===== src/rtl/bounce_updater_n_if.sv =====
// bounce_updater_n_if: frame-control, key, colour and game-state bundle
// between the game controller (master) and bounce_updater_n (slave).
interface bounce_updater_n_if #(
    parameter int NUM_PLATS = 4,
    parameter int POS_W     = 8,
    parameter int COLOR_W   = 3,
    parameter int SCORE_W   = 32
);
    logic                         tick;
    logic                         start;
    logic [NUM_PLATS-1:0]         keys;
    logic [NUM_PLATS*POS_W-1:0]   plat_pos;
    logic [COLOR_W-1:0]           rand_ball;
    logic [NUM_PLATS*COLOR_W-1:0] rand_plats;
    logic [POS_W-1:0]             ball_pos;
    logic [POS_W-1:0]             prev_ball_pos;
    logic [COLOR_W-1:0]           ball_color;
    logic [NUM_PLATS*COLOR_W-1:0] plat_color;
    logic [SCORE_W-1:0]           score;
    logic                         hit;
    logic                         gameover;
    logic [1:0]                   lives;

    modport master (
        output tick, start, keys, plat_pos, rand_ball, rand_plats,
        input  ball_pos, prev_ball_pos, ball_color, plat_color,
        input  score, hit, gameover, lives
    );

    modport slave (
        input  tick, start, keys, plat_pos, rand_ball, rand_plats,
        output ball_pos, prev_ball_pos, ball_color, plat_color,
        output score, hit, gameover, lives
    );
endinterface


===== src/rtl/bounce_updater_n.sv =====
// bounce_updater_n: per-frame ball/platform/score updater for colour-bounce.
// Optional LIVES_EN: multi-life play, respawn at SPAWN_Y on floor contact.
module bounce_updater_n #(
    parameter int NUM_PLATS    = 4,
    parameter int POS_W        = 8,
    parameter int COLOR_W      = 3,
    parameter int SCORE_W      = 32,
    parameter int BOUNCE_TICKS = 50,
    parameter int HIT_WINDOW   = 4,
    parameter int FLOOR_Y      = 116,
    parameter int SPAWN_Y      = 0,
    parameter int NUM_LIVES    = 3
) (
    input logic               clk,
    input logic               resetn,
    bounce_updater_n_if.slave bus
);
    localparam int CNT_W = $clog2(BOUNCE_TICKS + 1);
    localparam int EXT_W = POS_W + 1;
    localparam int PC_W  = NUM_PLATS * COLOR_W;

`ifdef LIVES_EN
    localparam logic [1:0] LIVES_INIT = 2'(NUM_LIVES);
`else
    localparam logic [1:0] LIVES_INIT = 2'd0;
`endif

    typedef enum logic [1:0] {
        S_IDLE,
        S_FALL,
        S_RISE,
        S_OVER
    } state_t;

    state_t               r_state;
    state_t               w_state_nx;
    logic [POS_W-1:0]     r_ball;
    logic [POS_W-1:0]     w_ball_nx;
    logic [POS_W-1:0]     r_prev;
    logic [POS_W-1:0]     w_prev_nx;
    logic [COLOR_W-1:0]   r_bcol;
    logic [COLOR_W-1:0]   w_bcol_nx;
    logic [PC_W-1:0]      r_pcol;
    logic [PC_W-1:0]      w_pcol_nx;
    logic [SCORE_W-1:0]   r_score;
    logic [SCORE_W-1:0]   w_score_nx;
    logic                 r_hit;
    logic                 w_hit_nx;
    logic [CNT_W-1:0]     r_up;
    logic [CNT_W-1:0]     w_up_nx;
    logic [1:0]           r_lives;
    logic [1:0]           w_lives_nx;
    logic [NUM_PLATS-1:0] r_keys;
    logic [NUM_PLATS-1:0] r_pend;
    logic [NUM_PLATS-1:0] w_pend_nx;

    logic [NUM_PLATS-1:0] w_fall;
    logic [NUM_PLATS-1:0] w_pend_eff;
    logic [POS_W-1:0]     w_sel_pos;
    logic [COLOR_W-1:0]   w_sel_col;
    logic [EXT_W-1:0]     w_ball_ext;
    logic [EXT_W-1:0]     w_plat_ext;
    logic [EXT_W-1:0]     w_up_pos;
    logic [EXT_W-1:0]     w_dn_pos;
    logic [EXT_W-1:0]     w_new_pos;
    logic                 w_hit_ok;

    // Pressed key selection, hit window test and candidate ball moves.
    always_comb begin
        w_fall     = r_keys & ~bus.keys;
        w_pend_eff = r_pend | w_fall;
        w_sel_pos  = '0;
        w_sel_col  = '0;
        for (int i = 0; i < NUM_PLATS; i++) begin
            if (w_pend_eff[i]) begin
                w_sel_pos = bus.plat_pos[i*POS_W +: POS_W];
                w_sel_col = r_pcol[i*COLOR_W +: COLOR_W];
            end
        end
        w_ball_ext = {1'b0, r_ball};
        w_plat_ext = {1'b0, w_sel_pos};
        w_hit_ok   = $onehot(w_pend_eff)
                   && (r_bcol == w_sel_col)
                   && (w_plat_ext >= w_ball_ext)
                   && (w_plat_ext <= w_ball_ext + EXT_W'(HIT_WINDOW));
        w_up_pos   = (r_ball == '0) ? '0 : w_ball_ext - EXT_W'(1);
        w_dn_pos   = w_ball_ext + EXT_W'(1);
    end

    // Next state and next game values for start and tick events.
    always_comb begin
        w_state_nx = r_state;
        w_ball_nx  = r_ball;
        w_prev_nx  = r_prev;
        w_bcol_nx  = r_bcol;
        w_pcol_nx  = r_pcol;
        w_score_nx = r_score;
        w_hit_nx   = 1'b0;
        w_up_nx    = r_up;
        w_lives_nx = r_lives;
        w_pend_nx  = w_pend_eff;
        w_new_pos  = w_ball_ext;
        unique case (r_state)
            S_IDLE, S_OVER: begin
                if (bus.start) begin
                    w_ball_nx  = POS_W'(SPAWN_Y);
                    w_prev_nx  = POS_W'(SPAWN_Y);
                    w_score_nx = '0;
                    w_bcol_nx  = bus.rand_ball;
                    w_pcol_nx  = bus.rand_plats;
                    w_lives_nx = LIVES_INIT;
                    w_up_nx    = '0;
                    w_pend_nx  = '0;
                    w_state_nx = S_FALL;
                end
            end
            S_FALL, S_RISE: begin
                if (bus.tick) begin
                    w_pend_nx = '0;
                    w_prev_nx = r_ball;
                    if (w_hit_ok) begin
                        w_hit_nx   = 1'b1;
                        w_bcol_nx  = bus.rand_ball;
                        w_pcol_nx  = bus.rand_plats;
                        if (r_score != '1) begin
                            w_score_nx = r_score + SCORE_W'(1);
                        end
                        w_up_nx    = CNT_W'(BOUNCE_TICKS - 1);
                        w_new_pos  = w_up_pos;
                        w_state_nx = S_RISE;
                    end else if (r_state == S_FALL) begin
                        w_new_pos = w_dn_pos;
                    end else if (r_up == '0) begin
                        w_new_pos  = w_dn_pos;
                        w_state_nx = S_FALL;
                    end else begin
                        w_new_pos = w_up_pos;
                        w_up_nx   = r_up - CNT_W'(1);
                    end
                    if (w_new_pos >= EXT_W'(FLOOR_Y)) begin
`ifdef LIVES_EN
                        if (r_lives > 2'd1) begin
                            w_lives_nx = r_lives - 2'd1;
                            w_ball_nx  = POS_W'(SPAWN_Y);
                            w_up_nx    = '0;
                            w_state_nx = S_FALL;
                        end else begin
                            w_lives_nx = 2'd0;
                            w_ball_nx  = POS_W'(FLOOR_Y);
                            w_state_nx = S_OVER;
                        end
`else
                        w_ball_nx  = POS_W'(FLOOR_Y);
                        w_state_nx = S_OVER;
`endif
                    end else begin
                        w_ball_nx = w_new_pos[POS_W-1:0];
                    end
                end
            end
        endcase
    end

    // FSM state register.
    always_ff @(posedge clk or negedge resetn) begin
        if (!resetn) begin
            r_state <= S_IDLE;
        end else begin
            r_state <= w_state_nx;
        end
    end

    // Game data registers and key edge capture.
    always_ff @(posedge clk or negedge resetn) begin
        if (!resetn) begin
            r_ball  <= POS_W'(SPAWN_Y);
            r_prev  <= POS_W'(SPAWN_Y);
            r_bcol  <= '0;
            r_pcol  <= '0;
            r_score <= '0;
            r_hit   <= 1'b0;
            r_up    <= '0;
            r_lives <= LIVES_INIT;
            r_keys  <= '1;
            r_pend  <= '0;
        end else begin
            r_ball  <= w_ball_nx;
            r_prev  <= w_prev_nx;
            r_bcol  <= w_bcol_nx;
            r_pcol  <= w_pcol_nx;
            r_score <= w_score_nx;
            r_hit   <= w_hit_nx;
            r_up    <= w_up_nx;
            r_lives <= w_lives_nx;
            r_keys  <= bus.keys;
            r_pend  <= w_pend_nx;
        end
    end

    assign bus.ball_pos      = r_ball;
    assign bus.prev_ball_pos = r_prev;
    assign bus.ball_color    = r_bcol;
    assign bus.plat_color    = r_pcol;
    assign bus.score         = r_score;
    assign bus.hit           = r_hit;
    assign bus.gameover      = (r_state == S_OVER);
    assign bus.lives         = r_lives;
endmodule


===== src/flat_wrapper.sv =====
// flat-port wrapper written by rule: the top's interface ports become plain ports
module bounce_updater_n_flat 
#(
    parameter int NUM_PLATS    = 4,
    parameter int POS_W        = 8,
    parameter int COLOR_W      = 3,
    parameter int SCORE_W      = 32,
    parameter int BOUNCE_TICKS = 50,
    parameter int HIT_WINDOW   = 4,
    parameter int FLOOR_Y      = 116,
    parameter int SPAWN_Y      = 0,
    parameter int NUM_LIVES    = 3
)
  (clk, resetn, bus_tick, bus_start, bus_keys, bus_plat_pos, bus_rand_ball, bus_rand_plats, bus_ball_pos, bus_prev_ball_pos, bus_ball_color, bus_plat_color, bus_score, bus_hit, bus_gameover, bus_lives);
  bounce_updater_n_if #(.NUM_PLATS(NUM_PLATS), .POS_W(POS_W), .COLOR_W(COLOR_W), .SCORE_W(SCORE_W)) bus_i ();
  input logic clk;
  input logic resetn;
  input wire logic [$bits(bus_i.tick)-1:0] bus_tick;
  input wire logic [$bits(bus_i.start)-1:0] bus_start;
  input wire logic [$bits(bus_i.keys)-1:0] bus_keys;
  input wire logic [$bits(bus_i.plat_pos)-1:0] bus_plat_pos;
  input wire logic [$bits(bus_i.rand_ball)-1:0] bus_rand_ball;
  input wire logic [$bits(bus_i.rand_plats)-1:0] bus_rand_plats;
  output wire logic [$bits(bus_i.ball_pos)-1:0] bus_ball_pos;
  output wire logic [$bits(bus_i.prev_ball_pos)-1:0] bus_prev_ball_pos;
  output wire logic [$bits(bus_i.ball_color)-1:0] bus_ball_color;
  output wire logic [$bits(bus_i.plat_color)-1:0] bus_plat_color;
  output wire logic [$bits(bus_i.score)-1:0] bus_score;
  output wire logic [$bits(bus_i.hit)-1:0] bus_hit;
  output wire logic [$bits(bus_i.gameover)-1:0] bus_gameover;
  output wire logic [$bits(bus_i.lives)-1:0] bus_lives;
  assign bus_i.tick = bus_tick;
  assign bus_i.start = bus_start;
  assign bus_i.keys = bus_keys;
  assign bus_i.plat_pos = bus_plat_pos;
  assign bus_i.rand_ball = bus_rand_ball;
  assign bus_i.rand_plats = bus_rand_plats;
  assign bus_ball_pos = bus_i.ball_pos;
  assign bus_prev_ball_pos = bus_i.prev_ball_pos;
  assign bus_ball_color = bus_i.ball_color;
  assign bus_plat_color = bus_i.plat_color;
  assign bus_score = bus_i.score;
  assign bus_hit = bus_i.hit;
  assign bus_gameover = bus_i.gameover;
  assign bus_lives = bus_i.lives;
  bounce_updater_n #(.NUM_PLATS(NUM_PLATS), .POS_W(POS_W), .COLOR_W(COLOR_W), .SCORE_W(SCORE_W), .BOUNCE_TICKS(BOUNCE_TICKS), .HIT_WINDOW(HIT_WINDOW), .FLOOR_Y(FLOOR_Y), .SPAWN_Y(SPAWN_Y), .NUM_LIVES(NUM_LIVES)) u_core (.clk(clk), .resetn(resetn), .bus(bus_i));
endmodule

===== config.mk =====
export PLATFORM = sky130hd
export DESIGN_NAME = bounce_updater_n_flat
export DESIGN_NICKNAME = d
export VERILOG_FILES = /design/src/rtl/bounce_updater_n_if.sv /design/src/rtl/bounce_updater_n.sv /design/src/flat_wrapper.sv
export SDC_FILE = /design/constraint.sdc
export NUM_CORES = 1
export LEC_CHECK = 0
export ABC_CLOCK_PERIOD_IN_PS = 4100
export BUFFER_PORTS_ARGS = -buffer_cell sky130_fd_sc_hd__clkbuf_2
export CORE_MARGIN = 2
export CORE_UTILIZATION = 40
export DETAILED_ROUTE_END_ITERATION = 8
export PLACE_DENSITY_LB_ADDON = 0.1
export REMOVE_ABC_BUFFERS = 1
export SYNTH_ARGS = -nofsm -noshare
export SYNTH_HDL_FRONTEND = slang
export SYNTH_SLANG_ARGS = --single-unit

===== constraint.sdc =====
create_clock -name clk -period 4.1 [get_ports clk]
set_input_delay 0.615 -clock clk [delete_from_list [all_inputs] [get_ports clk]]
set_output_delay 0.615 -clock clk [all_outputs]
set_load 0.02 [all_outputs]

==> parameters.txt <==
Parameter                              Value

Synth
  Number of warnings reported in the yosys synthesis log    0
  Top post-synthesis cells by area    sky130_fd_sc_hd__dfrtp_1, sky130_fd_sc_hd__ha_1, sky130_fd_sc_hd__o21ai_0
  Share of flip-flops with an asynchronous set or reset    1.000
  Flops & latches, synth    80
  Fraction of synthesized cell area taken by the top area cell type    0.3782
  Top flip-flop cell by instance count after synthesis    sky130_fd_sc_hd__dfrtp_1
  Cell variety after synth    67
  Synthesized area per cell    9.044 um^2
  Post-synthesis instance area    ~5000 um^2
  Largest area contributor in the netlist    sky130_fd_sc_hd__dfrtp_1
  Fraction of the yosys area taken by sequential cells    0.3991
  Syn Inst Count    between 500 and 600
  Post-synth EDFFs    0

Critical path
  Setup crit end kind    flip-flop
  Most common cell type on the critical path    sky130_fd_sc_hd__buf_4
  Startpoint of the worst register-to-register path    u_core.r_keys[1]$_DFF_PN1_
  Data required, critical path    between 4 and 5 ns
  Register-to-register setup slack    0.03 ns
  Chain of cells forming the critical path    nor2b_4, or2_4, a21oi_2, buf_6, a221o_1, o21ai_2, o21ai_2, buf_4, ha_4, nand3_1, a21oi_2, a221oi_2, buf_4, nor4_4, o211ai_1, buf_4, a221oi_2, nor2_1, and4_4, o21a_1, a32o_1
  Reg2reg end    u_core.bus.ball_pos[0]$_DFFE_PN0P_
  Cell with the largest stage delay on the worst path    sky130_fd_sc_hd__dfstp_2
  Path type of the worst setup path    reg2reg
  Startpoint type of the worst setup path    flip-flop
  Crit-path max cell delay    a little over 0.5 ns
  Signal arrival time at the worst endpoint    4.30 ns
  Largest fanout on the critical path    8
  Reg2reg path depth    21

Floorplanning
  Core Box Area    12160 um^2
  Number of top-level design ports    about 120
  Cell Rows    40
  Initial core utilization    0.4135
  DIE AREA    approximately 13000 um^2
  Horizontal extent of the die    about 120 um
  Die Y-Extent    around 120 um

Power and ir drop
  Total power divided by cell area    between 700 and 800 nW/um^2
  Leakage power    between 3 and 4 nW
  VDD IR max    ~0.00024 V
  Pwr Total    roughly 4.9 mW

Run
  Total of max-cap violations    0

Worst hold path
  Hold Path Sink    u_core.r_keys[1]$_DFF_PN1_
  Hold_sp    bus_keys[1]
  Type of the tightest min-delay check    in2reg
  Hold Path Cell Cnt    1

Placed design
  Number of I/O port buffers    roughly 120
  Cell area after placement    about 6000 um^2
  GPL Wtd Cong    0.9007
  # placed instances    between 800 and 900
  Half-perimeter wire length after detailed placement    around 11 mm

STA
  Top achievable clock speed    245.5 MHz
  Hold Fails Final Rpt    0
  Final critical-path share of the clock period    0.9934
  RSZ-0062 raised after global routing    true
  Min cycle time layout    between 4 and 5 ns
  Final setup fails    0
  Remaining max-slew budget at the tightest pin    0.2931
  Final-layout setup total negative slack    0 ns
  Slew @ Worst Pin    between 1 and 1.5 ns
  Number of max-slew violations in the final report    0
  Final Skew    about 0.0067 ns

Final layout
  Layout Cells excl Fill    between 800 and 900
  Antenna cell count    0
  P&R area growth vs syn    35.58%
  Final Net Count    approximately 810
  Proportion of layout cells with a drive suffix above 1    0.3681
  Final instance area    roughly 7000 um^2

Status
  Result of the run    finished, final reports clean

Clock tree
  Deepest clock path buffer count    2
  Clock-pin transition on the worst setup and hold timing paths    about 0.06 ns
  Clock Tree Root    sky130_fd_sc_hd__clkbuf_16
  CTS tree    done
  Number of buffers inserted during clock tree synthesis    9
  H-tree lvl count    3
  Post-CTS Hold Fix Bufs    0
  Clock Latency Late Sink    approximately 0.35 ns
  Number of sinks on the clock net    80

Global routing
  GRT met3 Usage    0.05034
  GR Util met2    0.3700
  GR Overflow Total    0
  Pin count of the biggest net entering global routing    between 80 and 90
  Met1 usage in global routing    0.2854
  Vias in the first global route    4575
  First-pass GRT wire length    22.99 mm
  Global routing usage summed across all routing layers    0.2210
  Antenna violations before repair    0
  GR peak layer    met2

Detailed routing
  Pre-Repair DR Iteration Count    4
  Post-route DRC    0
  Violation count after the first detailed-routing iteration    ~260
  Post-detailed-routing wire length    about 15 mm
  Routed via count    approximately 4800
  Number of routed nets with antenna violations    0
  Per-cell via count in the routed design    5.327
  Wire length per cell after detailed routing    around 16 um
==> critical path, delay by kind of cell, from the launching register on <==
family / cells / cell delay (ns)
adder cells (fa/ha/maj): 1 / 0.25
flip-flops: 1 / 0.51
AND/OR/NAND/NOR: 6 / 1.00
AO/OA/AOI/OAI: 10 / 1.54
buffers and inverters: 4 / 0.65
==> worst max-delay path by stage <==
stage / to / cells past startpoint / from / slack, ns
6_report: u_core.bus.ball_pos[0]$_DFFE_PN0P_ / 21 / u_core.r_keys[1]$_DFF_PN1_ / 0.03
3_5_place_dp: u_core.bus.ball_pos[0]$_DFFE_PN0P_ / 19 / bus_keys[1] / -0.64
4_1_cts: u_core.bus.ball_pos[0]$_DFFE_PN0P_ / 21 / u_core.r_keys[1]$_DFF_PN1_ / 0.002
5_1_grt: u_core.bus.ball_pos[0]$_DFFE_PN0P_ / 19 / u_core.r_keys[1]$_DFF_PN1_ / -0.18
3_3_place_gp: u_core.bus.ball_pos[0]$_DFFE_PN0P_ / 19 / bus_keys[1] / -0.61
2_1_floorplan: u_core.bus.score[28]$_DFFE_PN0P_ / 17 / bus_keys[1] / -0.65
==> cells in the mapped netlist, drive strengths merged, types with 4 or more instances <==
cell type	instances
nor2b	4
inv	27
ha	28
or3	11
o22ai	5
nand2b	10
xnor2	22
xor2	12
nand4	11
nand3	17
mux2	12
o211ai	7
and3	12
a21oi	21
dfrtp	76
nor2	51
a221o	8
o21a	7
a221oi	4
and2	9
o21ai	48
nor4	7
buf	6
dfstp	4
and4	4
nand2	54
clkbuf	16
a2111oi	4
nor3	16
a211oi	4
==> flip-flops by register name, indices dropped and copies added (netlist names) <==
name and cells:
u_core.r_up 6, u_core.bus.score 32, u_core.r_pend 4, u_core.bus.prev_ball_pos 8
u_core.bus.hit 1, u_core.r_state 2, u_core.r_keys 4, u_core.bus.ball_pos 8
u_core.bus.ball_color 3, u_core.bus.plat_color 12
==> repair_timing <==
| action | in CTS | in global routing |
|---|---|---|
| pin swaps | 9 | 26 |
| resized for setup | 22 | 54 |
| buffers inserted | 5 | 5 |
| endpoints found under the setup margin | 49 | 58 |
==> layout by cell type, fill, tap and decap left out, types with 4 or more instances in the layout <==
| cell type | instances |
|---|---|
| sky130_fd_sc_hd__ha_1 | 26 |
| sky130_fd_sc_hd__o21ai_0 | 30 |
| sky130_fd_sc_hd__a221o_1 | 8 |
| sky130_fd_sc_hd__o21ai_1 | 10 |
| sky130_fd_sc_hd__and3_1 | 10 |
| sky130_fd_sc_hd__o21a_1 | 7 |
| sky130_fd_sc_hd__o211ai_1 | 6 |
| sky130_fd_sc_hd__xor2_1 | 12 |
| sky130_fd_sc_hd__a21oi_1 | 13 |
| sky130_fd_sc_hd__clkbuf_16 | 9 |
| sky130_fd_sc_hd__clkbuf_2 | 118 |
| sky130_fd_sc_hd__a21oi_2 | 7 |
| sky130_fd_sc_hd__dfstp_2 | 4 |
| sky130_fd_sc_hd__nand2b_1 | 9 |
| sky130_fd_sc_hd__buf_6 | 6 |
| sky130_fd_sc_hd__dfrtp_1 | 76 |
| sky130_fd_sc_hd__mux2_2 | 12 |
| sky130_fd_sc_hd__inv_1 | 23 |
| sky130_fd_sc_hd__nand2_1 | 50 |
| sky130_fd_sc_hd__inv_2 | 4 |
| sky130_fd_sc_hd__o21ai_2 | 8 |
| sky130_fd_sc_hd__nor3_1 | 15 |
| sky130_fd_sc_hd__and2_1 | 8 |
| sky130_fd_sc_hd__o22ai_1 | 4 |
| sky130_fd_sc_hd__nand3_1 | 16 |
| sky130_fd_sc_hd__nor2_1 | 50 |
| sky130_fd_sc_hd__or3_1 | 10 |
| sky130_fd_sc_hd__xnor2_1 | 21 |
| sky130_fd_sc_hd__nand4_1 | 10 |
| sky130_fd_sc_hd__buf_4 | 53 |
==> cells by family after synthesis <==
family	count (synthesis)	share of synthesized area
simple gates	210	0.2110
compound gates	139	0.1866
flops	80	0.3991
buf+inv	50	0.04081
xor+xnor	34	0.05922
fa+ha+maj	29	0.07365
mux	13	0.02886
other cells	1	0.0007457
==> metrics by stage <==
step	hold slack (ns)	worst slack, ns	utilization
after floorplan	0.3194	-0.6485	-
after global placement	0.4643	-0.6059	0.5023
after detailed placement	0.4717	-0.6409	0.5023
after CTS	0.3761	0.001780	0.5390
after global routing	0.3839	-0.1786	0.5606
final	0.3888	0.02714	0.5606
==> where the power goes <==
| part | switching [mW] | internal [mW] | leakage, nW |
|---|---|---|---|
| registers | 0.197 | 0.994 | 1.04 |
| clock network | 0.329 | 0.554 | 0.157 |
| logic | 1.67 | 1.19 | 1.96 |
| total | 2.19 | 2.74 | 3.16 |
==> final cells by class <==
type	count	area, um^2
Inverter	28	105.1
Timing Repair Buffer	177	1056
Clock inverter	4	77.57
Fill cell	1144	5344
Tap cell	168	210.2
Clock buffer	12	246.5
Sequential cell	80	2007
Multi-Input combinational cell	427	3115
==> per-layer routing <==
layer	routed length (um)	part of all wire
met1	6704	0.46
met2	7092	0.48
met3	786	0.053
met4	133	0.0090
met5	0	0
No activity file was read; power rests on OpenSTA's default activity.
